### src/rtl/rvlab_clk_drp_rmw_if.sv
// Request/response and MMCM DRP signals of the clock-reconfig read-modify-write sequencer.
// The slave modport is the sequencer's view; master is the requester plus DRP side.
interface rvlab_clk_drp_rmw_if;
    logic        req_valid_i;
    logic        req_ready_o;
    logic        req_we_i;
    logic [31:0] req_addr_i;
    logic [15:0] req_wdata_i;
    logic [15:0] req_mask_i;
    logic        rsp_valid_o;
    logic [15:0] rsp_rdata_o;
    logic        rsp_err_o;
    logic        drp_den_o;
    logic        drp_dwe_o;
    logic [6:0]  drp_daddr_o;
    logic [15:0] drp_di_o;
    logic [15:0] drp_do_i;
    logic        drp_drdy_i;

    modport slave (
        input  req_valid_i, req_we_i, req_addr_i, req_wdata_i, req_mask_i,
        input  drp_do_i, drp_drdy_i,
        output req_ready_o, rsp_valid_o, rsp_rdata_o, rsp_err_o,
        output drp_den_o, drp_dwe_o, drp_daddr_o, drp_di_o
    );

    modport master (
        output req_valid_i, req_we_i, req_addr_i, req_wdata_i, req_mask_i,
        output drp_do_i, drp_drdy_i,
        input  req_ready_o, rsp_valid_o, rsp_rdata_o, rsp_err_o,
        input  drp_den_o, drp_dwe_o, drp_daddr_o, drp_di_o
    );
endinterface

### src/rtl/rvlab_clk_drp_rmw.sv
// Read-modify-write sequencer in front of the MMCM DRP port: one request at a time,
// unmapped-address rejection and a bounded wait for DRDY on every access.
module rvlab_clk_drp_rmw #(
    parameter int TIMEOUT_CYCLES = 64
) (
    input  logic                 clk_i,
    input  logic                 rst_i,
    rvlab_clk_drp_rmw_if.slave   bus
);
    localparam int CW = $clog2(TIMEOUT_CYCLES);

    typedef enum logic [2:0] {
        IDLE,
        RD,
        RD_WAIT,
        WR,
        WR_WAIT,
        RESP
    } state_t;

    state_t        state;
    state_t        state_next;

    logic          we_q;
    logic [15:0]   wdata_q;
    logic [15:0]   mask_q;
    logic [15:0]   rdata_q;
    logic [6:0]    daddr_q;
    logic [15:0]   di_q;
    logic          err_q;
    logic [CW-1:0] cnt_q;

    logic          ready;
    logic          den;
    logic          dwe;
    logic          rsp_valid;
    logic          unmapped;
    logic          timeout;

    // Address 0 is the remapper's "no mapping" code; anything above 7 bits has no DRP register.
    assign unmapped = (bus.req_addr_i == 32'd0) || (bus.req_addr_i[31:7] != 25'd0);
    assign timeout  = (cnt_q == CW'(TIMEOUT_CYCLES - 1));

    always_ff @(posedge clk_i) begin
        if (rst_i) begin
            state <= IDLE;
        end else begin
            state <= state_next;
        end
    end

    always_comb begin
        state_next = state;
        ready      = 1'b0;
        den        = 1'b0;
        dwe        = 1'b0;
        rsp_valid  = 1'b0;
        unique case (state)
            IDLE: begin
                ready = 1'b1;
                if (bus.req_valid_i) begin
                    state_next = unmapped ? RESP : RD;
                end
            end
            RD: begin
                den        = 1'b1;
                state_next = RD_WAIT;
            end
            RD_WAIT: begin
                if (bus.drp_drdy_i) begin
                    state_next = we_q ? WR : RESP;
                end else if (timeout) begin
                    state_next = RESP;
                end
            end
            WR: begin
                den        = 1'b1;
                dwe        = 1'b1;
                state_next = WR_WAIT;
            end
            WR_WAIT: begin
                if (bus.drp_drdy_i || timeout) begin
                    state_next = RESP;
                end
            end
            RESP: begin
                rsp_valid  = 1'b1;
                state_next = IDLE;
            end
            default: state_next = IDLE;
        endcase
    end

    // DRP address and write data only change on the edge that enters their den cycle,
    // so they hold steady for the rest of the sequence.
    always_ff @(posedge clk_i) begin
        if (rst_i) begin
            we_q    <= 1'b0;
            wdata_q <= 16'd0;
            mask_q  <= 16'd0;
            rdata_q <= 16'd0;
            daddr_q <= 7'd0;
            di_q    <= 16'd0;
            err_q   <= 1'b0;
            cnt_q   <= '0;
        end else begin
            cnt_q <= (state == RD_WAIT || state == WR_WAIT) ? cnt_q + 1'b1 : '0;
            unique case (state)
                IDLE: begin
                    if (bus.req_valid_i) begin
                        we_q    <= bus.req_we_i;
                        wdata_q <= bus.req_wdata_i;
                        mask_q  <= bus.req_mask_i;
                        err_q   <= unmapped;
                        rdata_q <= 16'd0;
                        if (!unmapped) begin
                            daddr_q <= bus.req_addr_i[6:0];
                        end
                    end
                end
                RD_WAIT: begin
                    if (bus.drp_drdy_i) begin
                        rdata_q <= bus.drp_do_i;
                        if (we_q) begin
                            di_q <= (bus.drp_do_i & ~mask_q) | (wdata_q & mask_q);
                        end
                    end else if (timeout) begin
                        err_q   <= 1'b1;
                        rdata_q <= 16'd0;
                    end
                end
                WR_WAIT: begin
                    if (!bus.drp_drdy_i && timeout) begin
                        err_q   <= 1'b1;
                        rdata_q <= 16'd0;
                    end
                end
                default: ;
            endcase
        end
    end

    assign bus.req_ready_o = ready;
    assign bus.rsp_valid_o = rsp_valid;
    assign bus.rsp_rdata_o = rdata_q;
    assign bus.rsp_err_o   = rsp_valid & err_q;
    assign bus.drp_den_o   = den;
    assign bus.drp_dwe_o   = dwe;
    assign bus.drp_daddr_o = daddr_q;
    assign bus.drp_di_o    = di_q;
endmodule

### src/flat_wrapper.sv
// flat-port wrapper written by rule: the top's interface ports become plain ports
module rvlab_clk_drp_rmw_flat 
#(
    parameter int TIMEOUT_CYCLES = 64
)
  (clk_i, rst_i, bus_req_valid_i, bus_req_we_i, bus_req_addr_i, bus_req_wdata_i, bus_req_mask_i, bus_drp_do_i, bus_drp_drdy_i, bus_req_ready_o, bus_rsp_valid_o, bus_rsp_rdata_o, bus_rsp_err_o, bus_drp_den_o, bus_drp_dwe_o, bus_drp_daddr_o, bus_drp_di_o);
  rvlab_clk_drp_rmw_if bus_i ();
  input  logic clk_i;
  input  logic rst_i;
  input wire logic [$bits(bus_i.req_valid_i)-1:0] bus_req_valid_i;
  input wire logic [$bits(bus_i.req_we_i)-1:0] bus_req_we_i;
  input wire logic [$bits(bus_i.req_addr_i)-1:0] bus_req_addr_i;
  input wire logic [$bits(bus_i.req_wdata_i)-1:0] bus_req_wdata_i;
  input wire logic [$bits(bus_i.req_mask_i)-1:0] bus_req_mask_i;
  input wire logic [$bits(bus_i.drp_do_i)-1:0] bus_drp_do_i;
  input wire logic [$bits(bus_i.drp_drdy_i)-1:0] bus_drp_drdy_i;
  output wire logic [$bits(bus_i.req_ready_o)-1:0] bus_req_ready_o;
  output wire logic [$bits(bus_i.rsp_valid_o)-1:0] bus_rsp_valid_o;
  output wire logic [$bits(bus_i.rsp_rdata_o)-1:0] bus_rsp_rdata_o;
  output wire logic [$bits(bus_i.rsp_err_o)-1:0] bus_rsp_err_o;
  output wire logic [$bits(bus_i.drp_den_o)-1:0] bus_drp_den_o;
  output wire logic [$bits(bus_i.drp_dwe_o)-1:0] bus_drp_dwe_o;
  output wire logic [$bits(bus_i.drp_daddr_o)-1:0] bus_drp_daddr_o;
  output wire logic [$bits(bus_i.drp_di_o)-1:0] bus_drp_di_o;
  assign bus_i.req_valid_i = bus_req_valid_i;
  assign bus_i.req_we_i = bus_req_we_i;
  assign bus_i.req_addr_i = bus_req_addr_i;
  assign bus_i.req_wdata_i = bus_req_wdata_i;
  assign bus_i.req_mask_i = bus_req_mask_i;
  assign bus_i.drp_do_i = bus_drp_do_i;
  assign bus_i.drp_drdy_i = bus_drp_drdy_i;
  assign bus_req_ready_o = bus_i.req_ready_o;
  assign bus_rsp_valid_o = bus_i.rsp_valid_o;
  assign bus_rsp_rdata_o = bus_i.rsp_rdata_o;
  assign bus_rsp_err_o = bus_i.rsp_err_o;
  assign bus_drp_den_o = bus_i.drp_den_o;
  assign bus_drp_dwe_o = bus_i.drp_dwe_o;
  assign bus_drp_daddr_o = bus_i.drp_daddr_o;
  assign bus_drp_di_o = bus_i.drp_di_o;
  rvlab_clk_drp_rmw #(.TIMEOUT_CYCLES(TIMEOUT_CYCLES)) u_core (.clk_i(clk_i), .rst_i(rst_i), .bus(bus_i));
endmodule
### config.mk
export PLATFORM = sky130hd
export DESIGN_NAME = rvlab_clk_drp_rmw_flat
export DESIGN_NICKNAME = d
export VERILOG_FILES = /design/src/rtl/rvlab_clk_drp_rmw_if.sv /design/src/rtl/rvlab_clk_drp_rmw.sv /design/src/flat_wrapper.sv
export SDC_FILE = /design/constraint.sdc
export NUM_CORES = 1
export LEC_CHECK = 0
export CORE_ASPECT_RATIO = 1.25
export CORE_UTILIZATION = 43
export CTS_CLUSTER_DIAMETER = 40
export DETAILED_ROUTE_END_ITERATION = 8
export GPL_TIMING_DRIVEN = 0
export MAX_ROUTING_LAYER = met4
export PLACE_DENSITY = 0.8
export REMOVE_ABC_BUFFERS = 1
export SKIP_LAST_GASP = 1
export SYNTH_ARGS = -nofsm -noshare
export SYNTH_HDL_FRONTEND = slang
export SYNTH_SLANG_ARGS = --single-unit
### constraint.sdc
create_clock -name clk_i -period 2.3 [get_ports clk_i]
set_clock_uncertainty 0.2 [all_clocks]
set_input_delay 0.575 -clock clk_i [delete_from_list [all_inputs] [get_ports clk_i]]
set_output_delay 0.575 -clock clk_i [all_outputs]
set_load 0.02 [all_outputs]
* After elaboration in Yosys (flattened, before gate mapping) *
Index checks and enable logic that the tools add are counted.
W data, S select, Z words.

storage, ports and cells
  input port bits = 85
  output and inout port bits = 44
  register bits = 82

cells by class
  bitwise operators = 7
  reductions and logical operators = 17
  equality and inequality tests = 12
  add/sub/neg operators = 1
  mux-type cells = 21

operators by type and width
  cell                   number
  $mux W16               4
  $pmux W16 S3           1
  $and A16 B16 Y16       2
  $logic_not A32 Y1      1
  $reduce_bool A25 Y1    1
  $mux W3                6
  $not A16 Y16           1
  $or A16 B16 Y16        1
  $pmux W3 S5            1
  $reduce_and A3 Y1      3
  $mux W1                8
  $add A6 B1 Y6 const B  1
  $eq A3 B2 Y1 const B   2
  $eq A3 B3 Y1 const B   2
  $eq A6 B6 Y1 const B   1
  $ne A2 B2 Y1 const B   3
  $reduce_and A5 Y1      1
  $ne A2 B1 Y1 const B   2
  $reduce_and A4 Y1      1
  $reduce_or A2 Y1       2
  $eq A3 B1 Y1 const B   1
  $logic_not A3 Y1       1
  $logic_or A1 B1 Y1     3
  $ne A3 B2 Y1 const B   1
  7 further kinds        8

* Logic depth before layout (Yosys ltp) *
Gate-level depths: netlist of run 1.

  depth in word-level cells = 5
  mapped depth = 7
  mapped depth without buffers = 6

* Worst setup path after synthesis of run 1 *
OpenSTA, ideal clock, no wires.

  kind = in2reg
  start = input bus_req_addr_i[2]
  end = register u_core.state[2]
  data required time = 2025 ps
  cell stages on the path = 5
  buffers on the path = 0
  setup slack = 106 ps
  data arrival time = 1920 ps
  cell sequence = or4_1 > nor4_4 > nor3_1 > a2111o_1 > o22ai_1

between the ends
  word-level cells in the longest chain between the ends = 5

RTL lines
  element                 RTL line                 RTL
  start: declaration      flat_wrapper.sv:12       input wire logic [$bits(bus_i.req_addr_i)-1:0] bus_req_addr_i;
  $logic_not A32 Y1       rvlab_clk_drp_rmw.sv:41  assign unmapped = (bus.req_addr_i == 32'd0) || (bus.req_addr_i[31:7] != 25'd0);
  $logic_or A1 B1 Y1      rvlab_clk_drp_rmw.sv:41
  $mux W3                 rvlab_clk_drp_rmw.sv:62  state_next = unmapped ? RESP : RD;
  $mux W3                 rvlab_clk_drp_rmw.sv:61  if (bus.req_valid_i) begin
  $pmux W3 S5             rvlab_clk_drp_rmw.sv:58  unique case (state)
  end signal: assignment  rvlab_clk_drp_rmw.sv:48  state <= state_next;
  end: declaration        rvlab_clk_drp_rmw.sv:21  state_t state;

No other way between the ends. The select of a mux whose other input is x is not followed.
A chain may end at the register's enable or synchronous reset.

* Final worst setup path of run 1 *
  start = input bus_req_addr_i[5]
  end = register u_core.state[2]

The elaborated chain is that of the path after synthesis.

==> metrics.md, run 1 <==
| Metric | Value |
|---|---|
| Outcome | complete, no violations |
| Final Total Pwr | 0.00359 W |
| Min-Delay Endpoint | u_core.cnt_q[0] |
| Mapped Avg Cell Area | 8.70 um2 |
| Biggest area consumer among synthesized cells | dfxtp_1 |
| Top post-synthesis cells by count | dfxtp_1, nand2_1, nor2_1 |
| Pleak | 1.71 nW |
| Vias after detailed routing | 3,140 |
| CTS clk-pin slew, worst paths | 0.08 ns |
| Initial Utilization | 44.3% |
| Relative slew slack | 54.9% |
| Syn Inst Count | 375 |
| Chip width | 79.9 um |
| PwrDens | 724 mW/mm2 |
| Clk Tree Root Cell | clkbuf_8 |
| Fin util | 67.5% |
| Post-synth EDFFs | 0 |
| Critical Path AT | 2.31 ns |
| Critical path data required time | 2.35 ns |
| Share of power burned in registers | 46.4% |
| Final net count | 591 |
| I/O Buffers | 128 |
| Layout cells sized above 1 | 9.43% |
| Largest net degree at the start of global routing | 45 |
| Core area | 0.00736 mm2 |
| Hold Path Origin | u_core.cnt_q[0] |
| CTS sink cnt | 82 |
| FF-to-FF setup slack | 0.12 ns |
| I/O Pins | 129 |
| Hold Path Depth | 1 |
| DIE HEIGHT | 99.4 um |
| Post-Syn Area | 0.00326 mm2 |
| Worst Setup End Kind | flop |
| Yosys cell types | 34 |
| Seq/Total Area, Yosys | 50.3% |
| Cts bufs inserted | 9 |
| Clock latency on the worst-skew pair | 0.33 ns |
| Int Power | 0.00243 W |
| Fillers | 606 |
| Max VDD drop | 0.000427 V |
| Slowest Stage Delay on Critical Path | 0.54 ns |
| Routed length per instance | 14.5 um |
| DRT antenna net count | 0 |
| Sw frac | 32.3% |
| Gr ovfl total | 0 |
| # DRC | 0 |
| Adder-Cell Fraction of Synth Area | 0.384% |
| Largest family of logic cells by synthesized area | simple AND/OR/NAND/NOR gates |
| Clock tree buffer depth | 2 |
| Final weighted congestion in routability-driven placement | 0.779 |
| Pins Over Slew Limit | 0 |
| Antenna diodes | 0 |
| Clock power frac | 24.2% |
| Iter 0 DRT Violations | 92 |
| Final setup fails | 0 |
| FMAX | 443 MHz |
| Final hold vios | 0 |
| H-tree depth | 3 |
| Comb power frac | 29.3% |
| Post-synth top area share | 50.3% |
| GRT Resource Usage Total | 22.4% |
| Syn. warnings | 0 |
| R2R Path End | u_core.bus.drp_daddr_o[0] |
| Initial antenna violation count | 0 |
| Row cnt | 35 |
| DRT Pass-1 Iters | 4 |
| DP Worst Slack | -1.10 ns |
| Min Tclk post-route | 2.26 ns |
| Slew @ Worst Pin | 0.677 ns |
| Synth Area in Simple Gates | 21.6% |
| Post-Route WL | 8740 um |
| Hpwl dp | 5780 um |
| Layout area overhead | 52.3% |
| Worst r2r path cells | 8 |
| Synth Register Bits | 82 |
| CP max FO | 2 |
| CP Launch Type | input port |
| Vias in the first global route | 3,030 |
| Die Area | 0.00794 mm2 |
| Synth Area in XOR/XNOR | 1.07% |
| Post-synthesis compound-gate area fraction | 15.8% |
| Final worst slack | 0.0410 ns |
| Mux contribution to synthesized area | 7.06% |
| CTS tree | done |
| Crit share post-route | 98.2% |
| Worst path slowest cell | or4_4 |
| Via/cell ratio | 5.22 |
| Main synth FF type | dfxtp_1 |
| Largest delay share family, worst path | simple AND/OR/NAND/NOR gates |
| Global-route wire length before repair | 13,600 um |
| Post-synth ARST share | 0% |
| Most common cell in the netlist | dfxtp_1 |
| Synth area leaders | dfxtp_1, nand2_1, mux2i_1 |
| Reg-to-reg critical path startpoint | u_core.state[2] |
| Net switching power figure | 0.00116 W |
| Critical-path cell list | dlygate4sd2_1 -> or4_4 -> nor4_4 -> nor3_2 -> a2111o_1 -> o22ai_1 |
| Setup CP Type | in2reg |
| Number of buffers and inverters on the critical path | 1 |
| Hold WC Path Type | reg2reg |
| Max cap viols | 0 |
per-stage QoR:
step | setup TNS (ns) | area, um2 | std cells | hold WS, ns
3_3_place_gp | -117.05 | 4560 | 570 | 0.227
6_report | 0 | 4970 | 601 | 0.256
4_1_cts | -0.0281 | 4840 | 592 | 0.255
2_1_floorplan | -7.34 | 3160 | 350 | 0.218
3_5_place_dp | -38.01 | 4630 | 574 | 0.238
5_1_grt | -0.00574 | 4970 | 601 | 0.272
layout make-up:
| class | instances | area (um2) | area share, % |
|---|---|---|---|
| repair buffers | 143 | 1430 | 28.8 |
| clock buffers | 10 | 128 | 2.57 |
| well taps | 92 | 115 | 2.32 |
| multi-input cells | 263 | 1590 | 31.9 |
| clock inverters | 5 | 32.5 | 0.655 |
| inverters | 6 | 22.5 | 0.453 |
| flip-flops and latches | 82 | 1650 | 33.2 |
layout by cell type, fill, tap and decap left out, types with 3 or more instances in the layout:
cell               n
nor3_1             3
a211oi_1          18
clkdlybuf4s50_1  116
clkbuf_8           9
nor2_1            50
dlygate4sd2_1      9
dfxtp_1           79
nand4_1            3
clkinvlp_4         3
buf_12             3
nor4_2             3
a21oi_1           38
a22oi_1           16
buf_4              9
inv_1              6
nand3_1            3
nand2_1           69
mux2i_1           23
metal layers:
| layer | track usage (%) | vias to the layer above | share of wire (%) |
|---|---|---|---|
| li1 | - | 1559 | - |
| met1 | 25.9 | 1446 | 42 |
| met2 | 38.4 | 127 | 50 |
| met3 | 5.69 | 8 | 6.8 |
| met4 | 5.77 | 0 | 1.1 |
| met5 | - | - | 0 |
worst reg2reg max path, stage by stage (launching register included):
cell and delay, ns:
dfxtp_4 0.37, buf_12 0.14, buf_4 0.14, nor4b_4 0.32, nand4_1 0.20, nor3_4 0.25, buf_12 0.16, mux2i_1 0.20
nor2_1 0.06
registers in the layout, indices dropped and copies added (netlist names):
name and count:
u_core.bus.drp_di_o 16, u_core.mask_q 16, u_core.wdata_q 16, u_core.we_q 1, u_core.state 3, u_core.bus.rsp_rdata_o 16
u_core.err_q 1, u_core.cnt_q 6, u_core.bus.drp_daddr_o 7
worst max-delay path by stage:
stage / from / endpoint / depth (start not counted)
floorplan: bus_req_valid_i / u_core.bus.drp_daddr_o[0] / 5
global placement: bus_req_valid_i / u_core.bus.drp_daddr_o[0] / 6
detailed placement: bus_req_valid_i / u_core.bus.drp_daddr_o[0] / 6
CTS: bus_req_addr_i[9] / u_core.bus.drp_daddr_o[0] / 6
global route: bus_req_addr_i[16] / u_core.bus.drp_daddr_o[0] / 7
finish: bus_req_addr_i[5] / u_core.state[2] / 6
timing repair:
action,CTS,global route
pin swaps,9,4
gates resized for setup,21,7
setup buffers,3,8
hold buffers,0,0
gates cloned,0,1
endpoints found under the setup margin,72,61
logic make-up (layout without fill, tap and decap cells):
kind of cell / Yosys count / in the layout
AO/OA/AOI/OAI: 81 / 82
XOR/XNOR: 4 / 4
adder cells (fa/ha/maj): 1 / 1
buffers and inverters: 31 / 164
flip-flops: 82 / 82
multiplexers: 23 / 23
AND/OR/NAND/NOR: 153 / 153
power groups by stage:
stage | clock [W] | sequential [W] | combinational [W]
2_1_floorplan | 0 | 0.00171 | 0.000450
3_3_place_gp | 0 | 0.00172 | 0.000833
3_5_place_dp | 0 | 0.00174 | 0.000870
4_1_cts | 0.000896 | 0.00171 | 0.000876
5_1_grt | 0.000962 | 0.00169 | 0.00115
6_report | 0.000871 | 0.00167 | 0.00105
No activity file was read; power rests on OpenSTA's default activity.
==> run 2, diff against run 1 <==
- CTS_CLUSTER_DIAMETER: 40 -> 30
- SLEW_MARGIN: not set -> 0
==> results of run 2 <==
Same layout as run 1: the final DEF is identical, and so are final timing and power.
==> run 3, diff against run 2 <==
- CORE_ASPECT_RATIO: 1.25 -> 0.9
==> run 3 against run 2 <==
Maximum frequency up 0.23%. Final cell count up 0.33%. Clock power rose by 17%. Via count is 0.99% lower. Critical endpoint is now u_core.bus.drp_daddr_o[5]. Critical path type unchanged.
==> metrics.md, run 3 (synthesis results as in run 1) <==
| Metric | Value |
|---|---|
| Crit share post-route | 98.0% |
| Sw frac | 31.0% |
| DRT Pass-1 Iters | 4 |
| CTS sink cnt | 82 |
| FMAX | 444 MHz |
| Final hold slack | 0.257 ns |
| Int Power | 0.00256 W |
| Core area | 0.00718 mm2 |
| Comb power frac | 27.5% |
| Hold Path Depth | 2 |
| CTS Hold Bufs | 0 |
| Final weighted congestion in routability-driven placement | 0.873 |
| Design area | 0.00501 mm2 |
| DRT antenna net count | 0 |
| CP Launch Type | input port |
| Iter 0 DRT Violations | 120 |
| Initial Utilization | 45.4% |
| Net switching power figure | 0.00115 W |
| CP max FO | 8 |
| Min-Delay Endpoint | u_core.wdata_q[9] |
| Vias after detailed routing | 3,109 |
| Commonest non-fill, non-tap cell in the layout | clkdlybuf4s50_1 |
| Worst r2r path cells | 7 |
| Fin util | 69.7% |
| CTS clk-pin slew, worst paths | 0.08 ns |
| I/O Pins | 129 |
| Final net count | 592 |
| Most frequent cells in the layout | clkdlybuf4s50_1, dfxtp_1, nand2_1 |
| Antenna diodes | 0 |
| Max cap viols | 0 |
| Chip width | 93.8 um |
| Hold WC Path Type | reg2reg |
| GRT Resource Usage Total | 24.1% |
| Critical path data required time | 2.34 ns |
| Final hold vios | 0 |
| Pleak | 1.75 nW |
| Hold Path Origin | u_core.wdata_q[9] |
| Post-Route WL | 9000 um |
| # DRC | 0 |
| Critical Path AT | 2.29 ns |
| Hpwl dp | 6050 um |
| Max VDD drop | 0.000568 V |
| Reg-to-reg critical path startpoint | u_core.state[2] |
| Clock latency on the worst-skew pair | 0.35 ns |
| Initial antenna violation count | 0 |
| Relative slew slack | 52.2% |
| Clock power frac | 27.6% |
| Share of power burned in registers | 44.9% |
| Layout cells sized above 1 | 9.61% |
| Min Tclk post-route | 2.25 ns |
| Setup CP Type | in2reg |
| Pins Over Slew Limit | 0 |
| Final setup fails | 0 |
| Slew @ Worst Pin | 0.718 ns |
| Layout area overhead | 53.6% |
| Largest net degree at the start of global routing | 41 |
| Gr ovfl total | 0 |
| DP Worst Slack | -1.13 ns |
| Die Area | 0.00794 mm2 |
| H-tree depth | 3 |
| PwrDens | 740 mW/mm2 |
| DP Area | 0.00463 mm2 |
| Row cnt | 29 |
| Clk Tree Root Cell | clkbuf_8 |
| Via/cell ratio | 5.16 |
| I/O Buffers | 128 |
| Worst Setup End Kind | flop |
| Final worst slack | 0.0461 ns |
| FF-to-FF setup slack | 0.21 ns |
| Routed length per instance | 14.9 um |
| Vias in the first global route | 3,073 |
| Unrepaired setup endpoints after global routing | true |
| Outcome | complete, no violations |
| DIE HEIGHT | 84.6 um |
| Global-route wire length before repair | 14,500 um |
| Cts bufs inserted | 9 |
| Setup_tns | 0 ns |
| Clock tree buffer depth | 2 |
| CTS tree | done |
| R2R Path End | u_core.bus.rsp_rdata_o[5] |
run 3: metal layers:
metal / up-vias / GRT usage, % / wire length [um] / share of wire (%)
li1: 1561 / - / - / -
met1: 1447 / 28.8 / 3980 / 44
met2: 93 / 40.1 / 4460 / 50
met3: 8 / 6.97 / 478 / 5.3
met4: 0 / 5.31 / 74 / 0.82
met5: - / - / 0 / 0
run 3: power by group through the flow:
| stage | Clock [W] | Sequential (W) | Combinational, W |
|---|---|---|---|
| 2_1_floorplan | 0 | 0.00171 | 0.000450 |
| 3_3_place_gp | 0 | 0.00172 | 0.000824 |
| 3_5_place_dp | 0 | 0.00174 | 0.000862 |
| 4_1_cts | 0.00105 | 0.00169 | 0.000928 |
| 5_1_grt | 0.00110 | 0.00168 | 0.00113 |
| 6_report | 0.00102 | 0.00166 | 0.00102 |
run 3: per-stage QoR:
stage          cells  total power (W)
6_report         603          0.00371
5_1_grt          603          0.00392
4_1_cts          599          0.00366
3_5_place_dp     575          0.00260
3_3_place_gp     571          0.00254
2_1_floorplan    350          0.00216
run 3: final cells by class:
| type | instances | area, um2 |
|---|---|---|
| inverters | 6 | 22.5 |
| multi-input cells | 263 | 1590 |
| well taps | 93 | 116 |
| fillers | 584 | 2170 |
| clock inverters | 4 | 51.3 |
| flip-flops and latches | 82 | 1650 |
| repair buffers | 144 | 1440 |
| clock buffers | 11 | 141 |
run 3: worst max-delay path by stage:
stage	from	endpoint	slack (ns)
final	bus_req_valid_i	u_core.bus.drp_daddr_o[5]	0.05
after global routing	bus_req_valid_i	u_core.wdata_q[14]	-0.04
after CTS	bus_req_addr_i[4]	u_core.bus.drp_daddr_o[5]	-0.03
after detailed placement	bus_req_valid_i	u_core.bus.drp_daddr_o[5]	-1.13
after global placement	bus_req_valid_i	u_core.bus.drp_daddr_o[1]	-1.79
after floorplan	bus_req_valid_i	u_core.bus.drp_daddr_o[0]	-0.41
run 3: critical path: stages:
cell and delay [ns]:
clkdlybuf4s50_1 0.52, nor4b_4 0.26, buf_6 0.14, nand4_1 0.12, nor3_4 0.23, buf_12 0.17
mux2i_4 0.22, nor2_1 0.05
run 3: timing repair:
| item | in CTS | in global routing |
|---|---|---|
| pin swaps | 5 | 5 |
| gates cloned | 0 | 1 |
| setup buffers | 9 | 3 |
| setup endpoints to repair | 79 | 29 |
| resized for setup | 17 | 10 |
